[src/rtl/uart_pkg.sv]
// Shared definitions for the arbitrated UART transmitter: frame states,
// default width / baud constants and a counter-width helper.
// Optional feature macro: UART_TX_ARB_PARITY_EN (adds an even-parity bit).
package uart_pkg;

    localparam int C_UART_WIDTH        = 8;
    localparam int C_CLK_2_BAUD_RATIO  = 520;   // 5 MHz / 9600 baud
    localparam int C_N_REQ             = 4;

    typedef enum logic [2:0] {
        ST_IDLE   = 3'd0,
        ST_START  = 3'd1,
        ST_DATA   = 3'd2,
`ifdef UART_TX_ARB_PARITY_EN
        ST_PARITY = 3'd3,
`endif
        ST_STOP   = 3'd4
    } uart_state_t;

    // Bits needed to hold values 0..max_val (never less than one bit).
    function automatic int cnt_width(input int max_val);
        return (max_val < 1) ? 1 : $clog2(max_val + 1);
    endfunction

endpackage

[src/rtl/uart_tx_core.sv]
// UART frame serializer: START, DATA (LSB first), optional PARITY, STOP.
// Each bit lasts P_CLK_2_BAUD_RATIO cycles. A frame begins on the edge where
// start is seen while ready is high; the start bit appears the next cycle.
// Optional feature macro: UART_TX_ARB_PARITY_EN (even parity after data).
module uart_tx_core
    import uart_pkg::*;
#(
    parameter int P_UART_WIDTH       = C_UART_WIDTH,
    parameter int P_CLK_2_BAUD_RATIO = C_CLK_2_BAUD_RATIO
) (
    input  logic                    CLK,
    input  logic                    reset,
    input  logic                    start,
    input  logic [P_UART_WIDTH-1:0] data,
    output logic                    ready,
    output logic                    serial_out,
    output logic                    busy
);

    localparam int BAUD_W = cnt_width(P_CLK_2_BAUD_RATIO - 1);
    localparam int BIT_W  = cnt_width(P_UART_WIDTH - 1);
    localparam logic [BAUD_W-1:0] BAUD_LAST = BAUD_W'(P_CLK_2_BAUD_RATIO - 1);
    localparam logic [BIT_W-1:0]  BIT_LAST  = BIT_W'(P_UART_WIDTH - 1);

    uart_state_t             state_reg;
    logic [BAUD_W-1:0]       baud_cnt_reg;
    logic [BIT_W-1:0]        bit_cnt_reg;
    logic [P_UART_WIDTH-1:0] shift_reg;
    logic                    parity_reg;
    logic                    serial_out_reg;
    logic                    busy_reg;
    logic                    baud_done;

    assign baud_done  = (baud_cnt_reg == BAUD_LAST);
    assign ready      = (state_reg == ST_IDLE);
    assign serial_out = serial_out_reg;
    assign busy       = busy_reg;

    // Frame sequencer; line level and busy are registered so they change with the state.
    always_ff @(posedge CLK or negedge reset) begin
        if (!reset) begin
            state_reg      <= ST_IDLE;
            baud_cnt_reg   <= '0;
            bit_cnt_reg    <= '0;
            shift_reg      <= '0;
            parity_reg     <= 1'b0;
            serial_out_reg <= 1'b1;
            busy_reg       <= 1'b0;
        end else begin
            case (state_reg)
                ST_IDLE: begin
                    if (start) begin
                        shift_reg      <= data;
                        parity_reg     <= ^data;
                        baud_cnt_reg   <= '0;
                        bit_cnt_reg    <= '0;
                        serial_out_reg <= 1'b0;
                        busy_reg       <= 1'b1;
                        state_reg      <= ST_START;
                    end
                end
                ST_START: begin
                    if (baud_done) begin
                        baud_cnt_reg   <= '0;
                        serial_out_reg <= shift_reg[0];
                        state_reg      <= ST_DATA;
                    end else begin
                        baud_cnt_reg <= baud_cnt_reg + 1'b1;
                    end
                end
                ST_DATA: begin
                    if (baud_done) begin
                        baud_cnt_reg <= '0;
                        if (bit_cnt_reg == BIT_LAST) begin
                            bit_cnt_reg <= '0;
`ifdef UART_TX_ARB_PARITY_EN
                            serial_out_reg <= parity_reg;
                            state_reg      <= ST_PARITY;
`else
                            serial_out_reg <= 1'b1;
                            state_reg      <= ST_STOP;
`endif
                        end else begin
                            // Next bit is shift_reg[1] before the shift lands.
                            bit_cnt_reg    <= bit_cnt_reg + 1'b1;
                            serial_out_reg <= shift_reg[1];
                            shift_reg      <= shift_reg >> 1;
                        end
                    end else begin
                        baud_cnt_reg <= baud_cnt_reg + 1'b1;
                    end
                end
`ifdef UART_TX_ARB_PARITY_EN
                ST_PARITY: begin
                    if (baud_done) begin
                        baud_cnt_reg   <= '0;
                        serial_out_reg <= 1'b1;
                        state_reg      <= ST_STOP;
                    end else begin
                        baud_cnt_reg <= baud_cnt_reg + 1'b1;
                    end
                end
`endif
                ST_STOP: begin
                    if (baud_done) begin
                        baud_cnt_reg <= '0;
                        busy_reg     <= 1'b0;
                        state_reg    <= ST_IDLE;
                    end else begin
                        baud_cnt_reg <= baud_cnt_reg + 1'b1;
                    end
                end
                default: begin
                    serial_out_reg <= 1'b1;
                    busy_reg       <= 1'b0;
                    state_reg      <= ST_IDLE;
                end
            endcase
        end
    end

endmodule

[src/rtl/uart_tx_arbiter.sv]
// Round-robin arbiter feeding one UART transmitter from P_N_REQ requesters.
// While the serializer is idle, exactly one valid requester sees req_ready,
// searched from the priority pointer upward; the pointer then moves past it.
// Optional feature macro: UART_TX_ARB_PARITY_EN (handled inside uart_tx_core).
module uart_tx_arbiter
    import uart_pkg::*;
#(
    parameter int P_UART_WIDTH       = C_UART_WIDTH,
    parameter int P_N_REQ            = C_N_REQ,
    parameter int P_CLK_2_BAUD_RATIO = C_CLK_2_BAUD_RATIO
) (
    input  logic                              CLK,
    input  logic                              reset,
    input  logic [P_N_REQ-1:0]                req_valid,
    input  logic [P_N_REQ*P_UART_WIDTH-1:0]   req_data,
    output logic [P_N_REQ-1:0]                req_ready,
    output logic                              serial_out,
    output logic                              busy,
    output logic [$clog2(P_N_REQ)-1:0]        grant_idx
);

    localparam int IDX_W = $clog2(P_N_REQ);

    logic [P_UART_WIDTH-1:0] req_bytes [P_N_REQ];
    logic [IDX_W-1:0]        ptr_reg;
    logic [IDX_W-1:0]        grant_reg;
    logic [IDX_W-1:0]        sel_idx;
    logic [IDX_W-1:0]        cand_idx;
    logic                    sel_valid;
    logic                    core_ready;
    logic                    start;

    for (genvar gi = 0; gi < P_N_REQ; gi++) begin : g_req
        assign req_bytes[gi] = req_data[gi*P_UART_WIDTH +: P_UART_WIDTH];
        // Ready is suppressed during reset even though the core reports idle.
        assign req_ready[gi] = core_ready && reset && sel_valid && (sel_idx == IDX_W'(gi));
    end

    // Pick the first valid requester at or after the priority pointer, wrapping.
    always_comb begin
        sel_valid = 1'b0;
        sel_idx   = '0;
        cand_idx  = '0;
        for (int k = 0; k < P_N_REQ; k++) begin
            cand_idx = IDX_W'((int'(ptr_reg) + k) % P_N_REQ);
            if (!sel_valid && req_valid[cand_idx]) begin
                sel_valid = 1'b1;
                sel_idx   = cand_idx;
            end
        end
    end

    assign start     = core_ready && sel_valid;
    assign grant_idx = grant_reg;

    // Record the accepted requester and rotate priority just past it.
    always_ff @(posedge CLK or negedge reset) begin
        if (!reset) begin
            ptr_reg   <= '0;
            grant_reg <= '0;
        end else if (start) begin
            grant_reg <= sel_idx;
            ptr_reg   <= (sel_idx == IDX_W'(P_N_REQ - 1)) ? '0 : sel_idx + 1'b1;
        end
    end

    uart_tx_core #(
        .P_UART_WIDTH      (P_UART_WIDTH),
        .P_CLK_2_BAUD_RATIO(P_CLK_2_BAUD_RATIO)
    ) u_core (
        .CLK       (CLK),
        .reset     (reset),
        .start     (start),
        .data      (req_bytes[sel_idx]),
        .ready     (core_ready),
        .serial_out(serial_out),
        .busy      (busy)
    );

endmodule

[config.mk]
export PLATFORM = sky130hd
export DESIGN_NAME = uart_tx_arbiter
export DESIGN_NICKNAME = d
export VERILOG_FILES = /design/src/rtl/uart_pkg.sv /design/src/rtl/uart_tx_core.sv /design/src/rtl/uart_tx_arbiter.sv
export SDC_FILE = /design/constraint.sdc
export NUM_CORES = 1
export LEC_CHECK = 0
export BUFFER_PORTS_ARGS = -buffer_cell sky130_fd_sc_hd__buf_2
export CORE_UTILIZATION = 55
export CTS_CLUSTER_SIZE = 40
export DETAILED_ROUTE_END_ITERATION = 6
export GPL_ROUTABILITY_DRIVEN = 0
export GPL_TIMING_DRIVEN = 0
export HOLD_SLACK_MARGIN = 0.02
export MAX_ROUTING_LAYER = met4
export PLACE_DENSITY = 0.89
export RECOVER_POWER = 25
export SETUP_SLACK_MARGIN = 0.1
export SLEW_MARGIN = 20
export SYNTH_ARGS = -nofsm -noshare
export SYNTH_HDL_FRONTEND = slang
export SYNTH_SLANG_ARGS = --single-unit
[constraint.sdc]
create_clock -name CLK -period 6.2 [get_ports CLK]
set_input_delay 1.24 -clock CLK [delete_from_list [all_inputs] [get_ports CLK]]
set_output_delay 1.24 -clock CLK [all_outputs]
set_load 0.005 [all_outputs]
Word level (Yosys, flattened, before mapping)
Cells that the tools add are included.
W data, S select, Z words.
{"block": "op_classes", "addsub": 6, "n_mul": 0, "div_mod_pow": 0, "magnitude_cmp": 5, "n_eq_ne": 14, "shifts": 0, "mux": 45, "bitwise": 3, "reduce_logical": 25}
{"op": "$mux W8", "count": 5}
{"op": "$mux W3", "count": 8}
{"op": "$mux W10", "count": 2}
{"op": "$pmux W10 S2", "count": 1}
{"op": "$bmux W8 S2", "count": 1}
{"op": "$pmux W8 S2", "count": 1}
{"op": "$mux W1", "count": 14}
{"op": "$lt A2 B3 Y1 const B", "count": 4}
{"op": "$pmux W3 S4", "count": 1}
{"op": "$add A10 B1 Y10 const B", "count": 1}
{"op": "$eq A10 B10 Y1 const B", "count": 1}
{"op": "$logic_and A1 B1 Y1", "count": 10}
{"op": "$mux W2", "count": 5}
{"op": "$ne A2 B1 Y1 const B", "count": 5}
{"op": "$bmux W1 S2", "count": 4}
{"op": "$reduce_and A4 Y1", "count": 2}
{"op": "$eq A3 B3 Y1 const B", "count": 2}
{"op": "$pmux W3 S2", "count": 1}
{"op": "$reduce_and A3 Y1", "count": 2}
{"op": "$reduce_and A5 Y1", "count": 1}
{"op": "$add A2 B1 Y2 const B", "count": 2}
{"op": "$add A2 B2 Y2 const B", "count": 2}
{"op": "$eq A2 B2 Y1 const B", "count": 2}
{"op": "$pmux W1 S4", "count": 1}
{"op": "16 further kinds", "count": 20}
{"block": "word_totals", "ff_bits": 30, "latch_bits": 0, "ramBits": 0, "rom_bits": 0, "inputBits": 38, "output_inout_bits": 8, "word_cells": 106, "mem_count": 0}

Longest topological paths before layout
{"block": "logic_depth", "word_depth": 18, "ltp_mapped": 9, "mapped_depth_nobuf": 7}

Modules after synthesis
Synthesis repeated with hierarchy kept, for this count alone.
{"block": "unflattened", "cells_unflattened": 217, "area_unflattened_um2": 2048.2}
{"module": "uart_tx_core", "instances": 1, "cells_per_inst": 154, "area_per_inst_um2": 1465.2, "seq_area_each_um2": 651.9}
{"module": "uart_tx_arbiter", "instances": 1, "cells_per_inst": 63, "area_per_inst_um2": 583.1, "seq_area_each_um2": 100.1}

Worst setup path before layout
No wires, ideal clock.
{"block": "synth_timing", "kind": "input-to-output", "startpoint": "input req_valid[0]", "endpoint": "output req_ready[0]", "arrival_time_ps": 2727, "t_required_ps": 4960, "setup_slack_ps": 2233, "path_stages": 8, "path_buffers": 2, "cell_sequence": "a21oi_1 > o21ai_0 > o2bb2a_1 > buf_2 > buf_1 > inv_1 > ha_1 > and3_1"}
{"block": "synth_between", "elab_chain_len": 14, "word_cells_on_any_way": 25, "cone_classes": "mux (16); reduce/logical (9)"}
{"item": "start: declaration", "line": "uart_tx_arbiter.sv:14", "text": "input logic [P_N_REQ-1:0] req_valid,"}
{"item": "$bmux W1 S2", "line": "uart_tx_arbiter.sv:46", "text": "if (!sel_valid && req_valid[cand_idx]) begin"}
{"item": "$mux W1 (not written as such)", "line": "uart_tx_arbiter.sv:46"}
{"item": "$mux W1", "line": "uart_tx_arbiter.sv:46"}
{"item": "$logic_not A1 Y1", "line": "uart_tx_arbiter.sv:46"}
{"item": "$logic_and A1 B1 Y1", "line": "uart_tx_arbiter.sv:46"}
{"item": "$mux W1", "line": "uart_tx_arbiter.sv:46"}
{"item": "$logic_not A1 Y1", "line": "uart_tx_arbiter.sv:46"}
{"item": "$logic_and A1 B1 Y1", "line": "uart_tx_arbiter.sv:46"}
{"item": "$mux W1", "line": "uart_tx_arbiter.sv:46"}
{"item": "$logic_not A1 Y1", "line": "uart_tx_arbiter.sv:46"}
{"item": "$logic_and A1 B1 Y1", "line": "uart_tx_arbiter.sv:46"}
{"item": "$mux W2 (*)", "line": "uart_tx_arbiter.sv:46"}
{"item": "net sel_idx[1]", "line": "uart_tx_arbiter.sv:27", "text": "logic [IDX_W-1:0] sel_idx;"}
{"item": "$logic_not A2 Y1 (*)", "line": "uart_tx_arbiter.sv:36", "text": "assign req_ready[gi] = core_ready && reset && sel_valid && (sel_idx == IDX_W'(gi));"}
{"item": "$logic_and A1 B1 Y1 (*)", "line": "uart_tx_arbiter.sv:36"}
{"item": "end: declaration", "line": "uart_tx_arbiter.sv:16", "text": "output logic [P_N_REQ-1:0] req_ready,"}
The timed path passes the listed nets; every way through them passes the cells marked *. The select of a mux whose other input is x is not followed.

Final worst setup path
{"block": "layout_timing", "startpoint": "input req_valid[0]", "endpoint": "output req_ready[1]"}
{"block": "layout_between", "elab_chain_len": 14, "word_cells_on_any_way": 25, "cone_classes": "eq/ne (1); mux (16); reduce/logical (8)"}
{"item": "$bmux W1 S2", "line": "uart_tx_arbiter.sv:46"}
{"item": "$mux W1 (not written as such)", "line": "uart_tx_arbiter.sv:46"}
{"item": "$mux W1", "line": "uart_tx_arbiter.sv:46"}
{"item": "$logic_not A1 Y1", "line": "uart_tx_arbiter.sv:46"}
{"item": "$logic_and A1 B1 Y1", "line": "uart_tx_arbiter.sv:46"}
{"item": "$mux W1", "line": "uart_tx_arbiter.sv:46"}
{"item": "$logic_not A1 Y1", "line": "uart_tx_arbiter.sv:46"}
{"item": "$logic_and A1 B1 Y1", "line": "uart_tx_arbiter.sv:46"}
{"item": "$mux W1", "line": "uart_tx_arbiter.sv:46"}
{"item": "$logic_not A1 Y1", "line": "uart_tx_arbiter.sv:46"}
{"item": "$logic_and A1 B1 Y1", "line": "uart_tx_arbiter.sv:46"}
{"item": "$mux W2 (*)", "line": "uart_tx_arbiter.sv:46"}
{"item": "net sel_idx[1]", "line": "uart_tx_arbiter.sv:27"}
{"item": "$eq A2 B1 Y1 (*)", "line": "uart_tx_arbiter.sv:36"}
{"item": "$logic_and A1 B1 Y1 (*)", "line": "uart_tx_arbiter.sv:36"}
Marked as above.

==> flow_results.org <==
** CTS
- Gates resized during post-CTS repair numbered 0.
- Root Buffer :: clkbuf_4
- CTS clock-pin slew for the worst setup and hold paths :: 0.10 ns
- TritonCTS built the clock tree.
- The number of clock buffers added by TritonCTS is 5.
- Level count of the clock H-tree :: 2
- Clock tree buffer depth :: 2
- Counting every sink on the clock net gives 30.
- Hold repair after CTS inserted 0 buffers.
- Once the clock tree was built, the setup fixing pass inserted 0 buffers.
- Clock latency on the worst-skew pair, taken at its later pin, is 0.34 ns.

** Floorplan
- During I/O placement, the number of pins put on the boundary was 46.
- In this run the vertical extent of the chip is 62.1 um.
- Starting density of the core :: 0.587
- Measured along the x axis, the die boundary spans 62.1 um.
- Core box area :: 3390 um^2
- The die covers 3860 um^2.
- In this run the core area contains 21 standard-cell rows.

** GRT
- Global routing finished with a remaining overflow of 0.
- Global router's overall resource usage :: 0.246
- The initial antenna violation count came to 0.
- In the global route stage, met3 resource usage came out at 0.0607.
- The first global-routing pass estimated 7.32 mm of wire.
- In the global route stage, met2 resource usage came out at 0.416.
- Gr busiest metal :: met2
- Met1 routing resource usage after global routing :: 0.276
- Vias in the first global route :: 1718
- Entering global routing, the biggest net connects 35 pins.

** Place
- Number of instances in the placed design :: 303
- Total placed instance area :: 2270 um^2
- Final HPWL DP :: 3.04 mm
- Port buffering added 45 buffers.
- Worst slack after detailed placement :: 1.75 ns

** STA
- The final-report hold violation count is 0.
- The total count of max-transition violations in the final report is 35.
- Worst-case clock skew :: 0.00505 ns
- Slew headroom :: -0.118
- Setup violations remaining at the end of the flow were counted as 0.
- Setup repair after global routing left no endpoint under its margin.
- Setup slack on the critical path of the routed design comes to 1.71 ns.
- Clock period minus final worst setup slack :: 4.49 ns
- Of the available clock period, the critical path in the final layout requires 0.724.
- Final setup TNS :: 0 ns
- Transition at the pin with the smallest max-transition slack :: 1.68 ns
- Based on the critical path, the design can be clocked at up to 223 MHz.

** Synth
- The most used flip-flop cell after synthesis is dfrtp_1.
- Syn avg cell area :: 9.38 um^2
- The synthesized design spends more area on one cell type than any other, namely dfrtp_1.
- Of the post-synthesis cell area, the dominant cell type holds 0.365.
- Most area-consuming cells after synthesis :: dfrtp_1, mux2i_1, nor2_1
- For this run, the register share of the synthesized area comes to 0.378.
- Counting flops and latches in the post-synthesis netlist gives 30.
- After technology mapping, the gate count stands at 212.
- Synthesized area :: 1990 um^2
- Number of enable flip-flop cells after synthesis :: 0
- Counting every net in the synthesized netlist gives 257.
- Unique cell type count in the Yosys netlist :: 45
- Number of synthesis warnings :: 0
- Async SR Flop Fraction :: 1.00

** Finish
- The register with the most flip-flops in the layout has 10 of them.
- Non-filler cells in the finished layout :: 310
- Most frequent cells in the layout :: buf_2, dfrtp_1, nor2_1, mux2i_1, nand2_1
- Final-layout fill cell count :: 269
- Of the cells placed in the final design, the portion with a size suffix greater than 1 is 0.250.
- With fillers left out, the area of the finished cells amounts to 2360 um^2.
- Share of the core filled with cells :: 0.695
- Leaving out fill and tap cells, the most frequent cell in the layout is buf_2.
- Count of inserted antenna diode cells :: 0
- Area growth from synthesis to final layout :: 18.5%
- After the last flow step, the layout net total stands at 309.

** Power and ir drop
- Total leakage power :: 1.09 nW
- VDD sags by at most 0.000149 V.
- Power spread over the standard cell area amounts to 209 nW/um^2.

** Worst hold path
- The min-delay analysis places its worst path in the category reg -> reg.

** Setup path
- Of all nets on the critical path, the largest fanout is 11.
- Crit path launch type :: primary input
- Critical path data required time :: 4.96 ns
- Type of element capturing the critical path :: output pin
- The worst setup path is of the in -> out kind.
- Data arrival at the endpoint of the critical path :: 3.25 ns

** Drt
- For this run, design rule violations remaining after detail routing come to 0.
- Total wire length :: 4.10 mm
- Number of detailed-route iterations in the first pass :: 4
- The count of nets left with antenna violations once routing finished came out at 0.
- DR vias/cell :: 5.67
- After detailed routing, the average wire length per cell comes to 13.2 um.
- Count of routing violations after the opening detailed-route iteration :: 62
- Detailed routing inserted a total of 1757 vias.

** Run status
- The final reports fail on capacitance limit, slew limit.
- Outcome :: finished with violations

** Run
- Max-cap violations in this run came to 1.
[worst max-delay path, stage by stage]
cell,delay (ns)
buf_2,0.13
a21oi_1,0.14
o21ai_0,0.09
o2bb2a_1,0.22
buf_2,0.27
buf_1,0.53
inv_1,0.15
ha_1,0.21
and3_1,0.14
buf_2,0.13
[report_power, final]
| part | switching (W) | total (W) | leakage [nW] | internal, W |
|---|---|---|---|---|
| clock | 0.0000700 | 0.000164 | 0.0443 | 0.0000938 |
| sequential | 0.0000264 | 0.000246 | 0.369 | 0.000220 |
| combinational | 0.0000411 | 0.0000830 | 0.673 | 0.0000419 |
| total | 0.000138 | 0.000493 | 1.09 | 0.000355 |
[synthesized netlist by cell type (3+ instances only)]
cell,instances
buf_6,3
clkbuf_1,4
nand4_1,3
o31ai_1,3
inv_1,7
xor2_1,4
nor2_1,25
xnor2_1,3
mux2i_1,24
a31oi_1,4
dfrtp_1,29
nand3_1,5
or4_1,3
ha_1,7
a21oi_1,8
o21ai_0,12
nor3_1,4
a22oi_1,3
and3_1,5
nand2_1,21
a221o_1,7
[metal layers]
metal	up-vias	routed length (um)
met4	0	105
met2	67	2030
li1	881	-
met3	11	220
met1	798	1740
met5	-	0
[final cells by class]
type / count / area [um^2] / share of cell area
inverters: 7 / 26.3 / 0.0112
repair buffers: 45 / 224 / 0.0951
clock buffers: 6 / 51.3 / 0.0218
flip-flops and latches: 30 / 752 / 0.319
well taps: 46 / 57.6 / 0.0244
clock inverters: 1 / 30.0 / 0.0127
multi-input cells: 164 / 1140 / 0.482
plain buffers: 11 / 78.8 / 0.0335
[worst paths after layout]
path | to | from | slack (ns) | cells past startpoint
max | req_ready[1] | req_valid[0] | 1.71 | 10
min | u_core.serial_out | u_core.serial_out | 0.50 | 2
max reg2reg | u_core.baud_cnt_reg[3] | u_core.baud_cnt_reg[7] | 3.43 | 5
min reg2reg | u_core.serial_out | u_core.serial_out | 0.50 | 2
max in group asynchronous | ptr_reg[1] | reset | 3.91 | 1
min in group asynchronous | u_core.bit_cnt_reg[2] | reset | 1.32 | 1
[logic make-up (layout without fill, tap and decap cells)]
logic type                 after synthesis  in the layout  synth area share
and+or+nand+nor                         74             74             0.181
AOI/OAI and AO/OA                       49             49             0.176
DFF                                     30             30             0.378
muxes                                   26             26             0.132
buffers and inverters                   18             70            0.0529
adders and majority gates                8              8            0.0491
xor gates and xnor gates                 7              7            0.0308
[per-stage QoR]
| step | hold WS [ns] | total power (W) |
|---|---|---|
| after detailed placement | 0.485 | 0.000334 |
| after global routing | 0.525 | 0.000523 |
| after CTS | 0.506 | 0.000499 |
| after floorplan | 0.466 | 0.000300 |
| after global placement | 0.479 | 0.000328 |
| final | 0.502 | 0.000493 |
Note: power is estimated with default switching activity, not from simulation.
